File: config.mk
export PLATFORM = sky130hd
export DESIGN_NAME = id_operand_stage
export DESIGN_NICKNAME = d
export VERILOG_FILES = /design/src/rtl/id_operand_stage_pkg.sv /design/src/rtl/reg_file_32x32.sv /design/src/rtl/id_operand_stage.sv
export SDC_FILE = /design/constraint.sdc
export NUM_CORES = 2
export LEC_CHECK = 0
export ABC_CLOCK_PERIOD_IN_PS = 1800
export CAP_MARGIN = 20
export CORE_MARGIN = 2
export CORE_UTILIZATION = 60
export CTS_BUF_LIST = sky130_fd_sc_hd__clkbuf_2 sky130_fd_sc_hd__clkbuf_4 sky130_fd_sc_hd__clkbuf_8
export CTS_CLUSTER_SIZE = 40
export DETAILED_ROUTE_END_ITERATION = 7
export DONT_BUFFER_PORTS = 1
export PLACE_DENSITY = 0.76
export SLEW_MARGIN = 40
export SYNTH_ARGS = -nofsm -noshare
export SYNTH_HDL_FRONTEND = slang
export SYNTH_SLANG_ARGS = --single-unit
File: constraint.sdc
create_clock -name clk -period 1.8 [get_ports clk]
set_input_delay 0.09 -clock clk [delete_from_list [all_inputs] [get_ports clk]]
set_output_delay 0.09 -clock clk [all_outputs]
set_load 0.005 [all_outputs]
File: src/rtl/id_operand_stage_pkg.sv
// Shared decode constants, ALU op codes and the ID/EX bundle.
// Imported by id_operand_stage, reg_file_32x32 and the ALU.
package id_operand_stage_pkg;

  localparam logic [5:0] OPC_RTYPE = 6'h00;
  localparam logic [5:0] OPC_BEQ   = 6'h04;
  localparam logic [5:0] OPC_ADDI  = 6'h08;
  localparam logic [5:0] OPC_LW    = 6'h23;
  localparam logic [5:0] OPC_SW    = 6'h2B;

  localparam logic [5:0] F_ADD = 6'h20;
  localparam logic [5:0] F_SUB = 6'h22;
  localparam logic [5:0] F_AND = 6'h24;
  localparam logic [5:0] F_OR  = 6'h25;
  localparam logic [5:0] F_SLT = 6'h2A;

  localparam logic [2:0] OP_AND = 3'b000;
  localparam logic [2:0] OP_OR  = 3'b001;
  localparam logic [2:0] OP_ADD = 3'b010;
  localparam logic [2:0] OP_SUB = 3'b110;
  localparam logic [2:0] OP_SLT = 3'b111;

  typedef struct packed {
    logic        valid;
    logic [31:0] a;
    logic [31:0] b;
    logic [2:0]  op;
    logic [4:0]  rd;
    logic        regwrite;
    logic        memrd;
    logic        memwr;
    logic [31:0] store;
    logic        illegal;
  } id_ex_t;

endpackage

File: src/rtl/reg_file_32x32.sv
// 32x32 register file: 2 async read ports, 1 sync write port.
// Ports: clk, rst_n, i_we/i_waddr/i_wdata, i_ra1/i_ra2, o_rd1/o_rd2.
module reg_file_32x32
  import id_operand_stage_pkg::*;
(
  input  logic        clk,
  input  logic        rst_n,
  input  logic        i_we,
  input  logic [4:0]  i_waddr,
  input  logic [31:0] i_wdata,
  input  logic [4:0]  i_ra1,
  input  logic [4:0]  i_ra2,
  output logic [31:0] o_rd1,
  output logic [31:0] o_rd2
);

  logic [31:0] r_mem [0:31];

  always_ff @(posedge clk or negedge rst_n) begin
    if (!rst_n) begin
      for (int i = 0; i < 32; i++)
        r_mem[i] <= '0;
    end else if (i_we && (i_waddr != 5'd0)) begin
      r_mem[i_waddr] <= i_wdata;
    end
  end

  assign o_rd1 = (i_ra1 == 5'd0) ? '0 : r_mem[i_ra1];
  assign o_rd2 = (i_ra2 == 5'd0) ? '0 : r_mem[i_ra2];

endmodule

File: src/rtl/id_operand_stage.sv
// Decode + operand fetch with forwarding; drives the ID/EX register.
// Ports: clk, rst_n, ins/ins_valid, stall, flush, wb_*, fwd_*, ex_*.
module id_operand_stage
  import id_operand_stage_pkg::*;
(
  input  logic        clk,
  input  logic        rst_n,
  input  logic [31:0] ins,
  input  logic        ins_valid,
  input  logic        stall,
  input  logic        flush,
  input  logic        wb_en,
  input  logic [4:0]  wb_addr,
  input  logic [31:0] wb_data,
  input  logic        fwd_en,
  input  logic [4:0]  fwd_addr,
  input  logic [31:0] fwd_data,
  output logic        ex_valid,
  output logic [31:0] ex_a,
  output logic [31:0] ex_b,
  output logic [2:0]  ex_op,
  output logic [4:0]  ex_rd,
  output logic        ex_regwrite,
  output logic        ex_memrd,
  output logic        ex_memwr,
  output logic [31:0] ex_store,
  output logic        ex_illegal
);

  logic [5:0]  w_opc;
  logic [5:0]  w_funct;
  logic [4:0]  w_rs;
  logic [4:0]  w_rt;
  logic [4:0]  w_rdf;
  logic [31:0] w_imm;
  logic [31:0] w_rf1;
  logic [31:0] w_rf2;
  logic [31:0] w_rs_val;
  logic [31:0] w_rt_val;
  logic [2:0]  w_op;
  logic [31:0] w_b;
  logic [4:0]  w_dst;
  logic        w_regwr;
  logic        w_memrd;
  logic        w_memwr;
  logic        w_ill;
  id_ex_t      w_d;
  id_ex_t      r_q;

  assign w_opc   = ins[31:26];
  assign w_rs    = ins[25:21];
  assign w_rt    = ins[20:16];
  assign w_rdf   = ins[15:11];
  assign w_funct = ins[5:0];
  assign w_imm   = {{16{ins[15]}}, ins[15:0]};

  reg_file_32x32 u_rf (
    .clk     (clk),
    .rst_n   (rst_n),
    .i_we    (wb_en),
    .i_waddr (wb_addr),
    .i_wdata (wb_data),
    .i_ra1   (w_rs),
    .i_ra2   (w_rt),
    .o_rd1   (w_rf1),
    .o_rd2   (w_rf2)
  );

  // EX/MEM is younger than WB, so it wins.
  always_comb begin
    w_rs_val = w_rf1;
    if (w_rs == 5'd0)
      w_rs_val = '0;
    else if (fwd_en && (fwd_addr == w_rs))
      w_rs_val = fwd_data;
    else if (wb_en && (wb_addr == w_rs))
      w_rs_val = wb_data;
  end

  always_comb begin
    w_rt_val = w_rf2;
    if (w_rt == 5'd0)
      w_rt_val = '0;
    else if (fwd_en && (fwd_addr == w_rt))
      w_rt_val = fwd_data;
    else if (wb_en && (wb_addr == w_rt))
      w_rt_val = wb_data;
  end

  always_comb begin
    w_op    = OP_ADD;
    w_b     = w_rt_val;
    w_dst   = 5'd0;
    w_regwr = 1'b0;
    w_memrd = 1'b0;
    w_memwr = 1'b0;
    w_ill   = 1'b0;
    unique case (1'b1)
      (w_opc == OPC_RTYPE): begin
        w_dst   = w_rdf;
        w_regwr = 1'b1;
        unique case (1'b1)
          (w_funct == F_ADD): w_op = OP_ADD;
          (w_funct == F_SUB): w_op = OP_SUB;
          (w_funct == F_AND): w_op = OP_AND;
          (w_funct == F_OR):  w_op = OP_OR;
          (w_funct == F_SLT): w_op = OP_SLT;
          default: begin
            w_ill   = 1'b1;
            w_regwr = 1'b0;
          end
        endcase
      end
      (w_opc == OPC_ADDI): begin
        w_b     = w_imm;
        w_dst   = w_rt;
        w_regwr = 1'b1;
      end
      (w_opc == OPC_LW): begin
        w_b     = w_imm;
        w_dst   = w_rt;
        w_regwr = 1'b1;
        w_memrd = 1'b1;
      end
      (w_opc == OPC_SW): begin
        w_b     = w_imm;
        w_memwr = 1'b1;
      end
      (w_opc == OPC_BEQ): begin
        w_op = OP_SUB;
      end
      default: begin
        w_ill = 1'b1;
      end
    endcase
    if (w_dst == 5'd0)
      w_regwr = 1'b0;
  end

  always_comb begin
    w_d          = '0;
    w_d.valid    = ins_valid;
    w_d.a        = w_rs_val;
    w_d.b        = w_b;
    w_d.op       = w_op;
    w_d.rd       = w_dst;
    w_d.store    = w_rt_val;
    w_d.regwrite = ins_valid & w_regwr;
    w_d.memrd    = ins_valid & w_memrd;
    w_d.memwr    = ins_valid & w_memwr;
    w_d.illegal  = ins_valid & w_ill;
  end

  // Flush only kills control; data fields simply hold.
  always_ff @(posedge clk or negedge rst_n) begin
    if (!rst_n) begin
      r_q <= '0;
    end else if (flush) begin
      r_q.valid    <= 1'b0;
      r_q.regwrite <= 1'b0;
      r_q.memrd    <= 1'b0;
      r_q.memwr    <= 1'b0;
      r_q.illegal  <= 1'b0;
    end else if (!stall) begin
      r_q <= w_d;
    end
  end

  assign ex_valid    = r_q.valid;
  assign ex_a        = r_q.a;
  assign ex_b        = r_q.b;
  assign ex_op       = r_q.op;
  assign ex_rd       = r_q.rd;
  assign ex_regwrite = r_q.regwrite;
  assign ex_memrd    = r_q.memrd;
  assign ex_memwr    = r_q.memwr;
  assign ex_store    = r_q.store;
  assign ex_illegal  = r_q.illegal;

endmodule
==> out/metrics.cfg <==
[status]
outcome=finished with violations
violations=antenna rules, hold timing, setup timing

[place]
dp_hpwl_mm=111
portBuffers=0
dp.cells=5487
pre_cts_slack_ns=-0.631
gp_congestion=0.861

[route]
routed_wirelength_mm=206
routed_via_density=7.28
wl_per_cell_um=34.0
drt_iter0_markers=5598
dr.pass1.iters=8
drtAntennaViolNets=1
via_count=44164
drcViolationCount=0

[floorplan]
initial_utilization=0.603
rows=116
die-area_um2=103000
fp.dieW_um=320
ios=222
die_y_um=320
coreArea_um2=99700

[global_route]
grt_start_max_net_pins=388
antenna_found_initial=6
grt_util_all_layers=0.391
grt_use_met3=0.128
grt_pass1_vias=44504
use_met2=0.580
overflow=0
busiest_layer=met2
grt_pass1_wl_mm=293
use_met1=0.513

[sta]
worst_slack_ns=-0.632
fmax_mhz=411
slew_headroom=0.0433
worst_slew_pin_slew_ns=1.44
finalMaxSlewViolations=0
setup_viol=72
finalHoldViolations=331
rsz0062_at_grt=true
min_period_over_period=1.35
tns_ns=-12.06
skew_ns=0.0323
post-route-min-period_ns=2.43
whs_ns=-1.07

[min_path]
hold_class=primary input to async pin

[critical_path]
reg2reg_from=u_rf.r_mem[917]$_DFFE_PN0P_
cp_cell_sequence=xor2_1 > nor4_1 > buf_4 > nand3_2 > and3_2 > buf_12 > a22oi_1 > dlygate4sd3_1 > o221ai_2
max_stage_delay_ns=0.61
crit_arrival_ns=3.17
crit_type=primary input to register
reg2reg_slack_ns=-0.30
required_ns=2.54
cp.depth=9
cp-start-kind=primary input
reg2regPathDepth=5
end_kind=register
worstReg2RegEnd=ex_a[21]$_DFFE_PN0P_
worst-path-buf-inv=3
cp_top_family=buffers and inverters
cp_max_fo=259
cp_slowest_cell=dlygate4sd3_1

[clocking]
cts_max_path_buffers=3
cts_buffers=182
clk_root_buffer_cell=clkbuf_8
clk_pin_slew_worst_paths_ns=0.06
cts_tree=yes
worstSkewPairLatency_ns=0.89
h-tree-depth=4
clock-sinks=1133

[layout]
register_area_um2=28400
mostFrequentLayoutCells=dfrtp_1, mux2_2, mux4_2
layout.cells.non_filler=6064
drive_gt1_frac=0.526
final_common_cell=dfrtp_1
fill_cells=6102
multi_input_area_um2=30800
fin_nets=4730
synthToLayoutAreaGrowth_pct=20.0

[yosys]
synth-edff-count=0
synth_area_um2=60100
syn_nets=4299
avgSynthCellArea_um2=14.4
async_flop_share=1.00
synth_ff_type=dfrtp_1
synth-seq-cells=1133
synth.distinct_cells=57
syn_inst=4186
synth_warnings=0
ys_seq_area_frac=0.472

[power_and_ir_drop]
power_density_nw_per_um2=1040
vdd_drop_max_mv=0.612
leakage_nw=31.9
p_total_mw=75.1

[flow_run]
cap_viol_max_count=0

[cells by family after synthesis]
logic type	share of synthesized area
DFF	0.472
buffers and inverters	0.0347
muxes	0.412
AOI/OAI and AO/OA	0.0539
xor gates and xnor gates	0.00292
and+or+nand+nor	0.0251
[power by group]
group / total, mW / internal [mW] / switching, mW
sequential: 34.2 / 30.3 / 3.81
combinational: 17.5 / 10.7 / 6.75
clock: 23.5 / 12.8 / 10.7
total: 75.1 / 53.8 / 21.3
[flip-flops by register name, indices dropped and copies added, names as in the netlist]
signal,cells
ex_a,32
ex_b,32
ex_illegal,1
ex_memrd,1
ex_memwr,1
ex_op,3
ex_rd,5
ex_regwrite,1
ex_store,32
ex_valid,1
u_rf.r_mem,1024
[area by class of cell]
class / count / share of cell area
clock inverter: 27 / 0.00299
timing repair buffer: 710 / 0.104
tap: 1298 / 0.0225
sequential: 1133 / 0.393
multi-input combinational: 2587 / 0.427
inverter: 3 / 0.000156
clock buffer: 290 / 0.0495
antenna: 16 / 0.000555
[metrics by stage]
step	cell area [um2]	util
6_report	72100	0.723
5_1_grt	72100	0.723
4_1_cts	70800	0.711
3_5_place_dp	64500	0.647
3_3_place_gp	64300	0.645
2_1_floorplan	60600	-
[cells in the mapped netlist, drive strengths merged, types with 16 or more instances]
master / count / share of area
o311ai: 16 / 0.0023
a31oi: 19 / 0.0020
or3: 17 / 0.0018
a221o: 16 / 0.0027
nor2: 47 / 0.0030
and3: 21 / 0.0022
a22o: 39 / 0.0057
buf: 191 / 0.018
o221ai: 35 / 0.0051
nand3: 38 / 0.0032
mux4: 440 / 0.16
a22oi: 131 / 0.016
clkbuf: 272 / 0.017
o21ai: 58 / 0.0048
mux2: 1002 / 0.19
nor3: 23 / 0.0019
a221oi: 21 / 0.0031
nand2: 135 / 0.0085
o22ai: 38 / 0.0040
dfrtp: 1133 / 0.47
mux2i: 353 / 0.059
a21oi: 48 / 0.0040
[worst max-delay path by stage]
stage | endpoint | from | slack [ns]
final | ex_a[10]$_DFFE_PN0P_ | ins[21] | -0.63
after global routing | ex_store[11]$_DFFE_PN0P_ | u_rf.r_mem[555]$_DFFE_PN0P_ | -0.30
after detailed placement | ex_b[11]$_DFFE_PN0P_ | ins[16] | -0.63
after floorplan | ex_a[17]$_DFFE_PN0P_ | ins[21] | -0.07
after global placement | ex_store[28]$_DFFE_PN0P_ | rst_n | -1.56
after CTS | ex_b[11]$_DFFE_PN0P_ | u_rf.r_mem[555]$_DFFE_PN0P_ | -0.29
[timing repair]
| item | 4_1_cts | 5_1_grt |
|---|---|---|
| endpoints found under the setup margin | 79 | 312 |
| hold buffers | 169 | 25 |
| endpoints found under the hold margin | 1734 | 987 |
| gates cloned | 0 | 12 |
| pin swaps | 50 | 48 |
| resized for setup | 118 | 95 |
| buffers inserted | 16 | 25 |
[per-layer routing]
| layer | vias to the layer above | part of all wire |
|---|---|---|
| met5 | - | 0.00013 |
| met4 | 4 | 0.064 |
| met3 | 890 | 0.13 |
| met2 | 3159 | 0.45 |
| met1 | 23031 | 0.36 |
| li1 | 17080 | - |
Power figures use the tool's default switching activity.
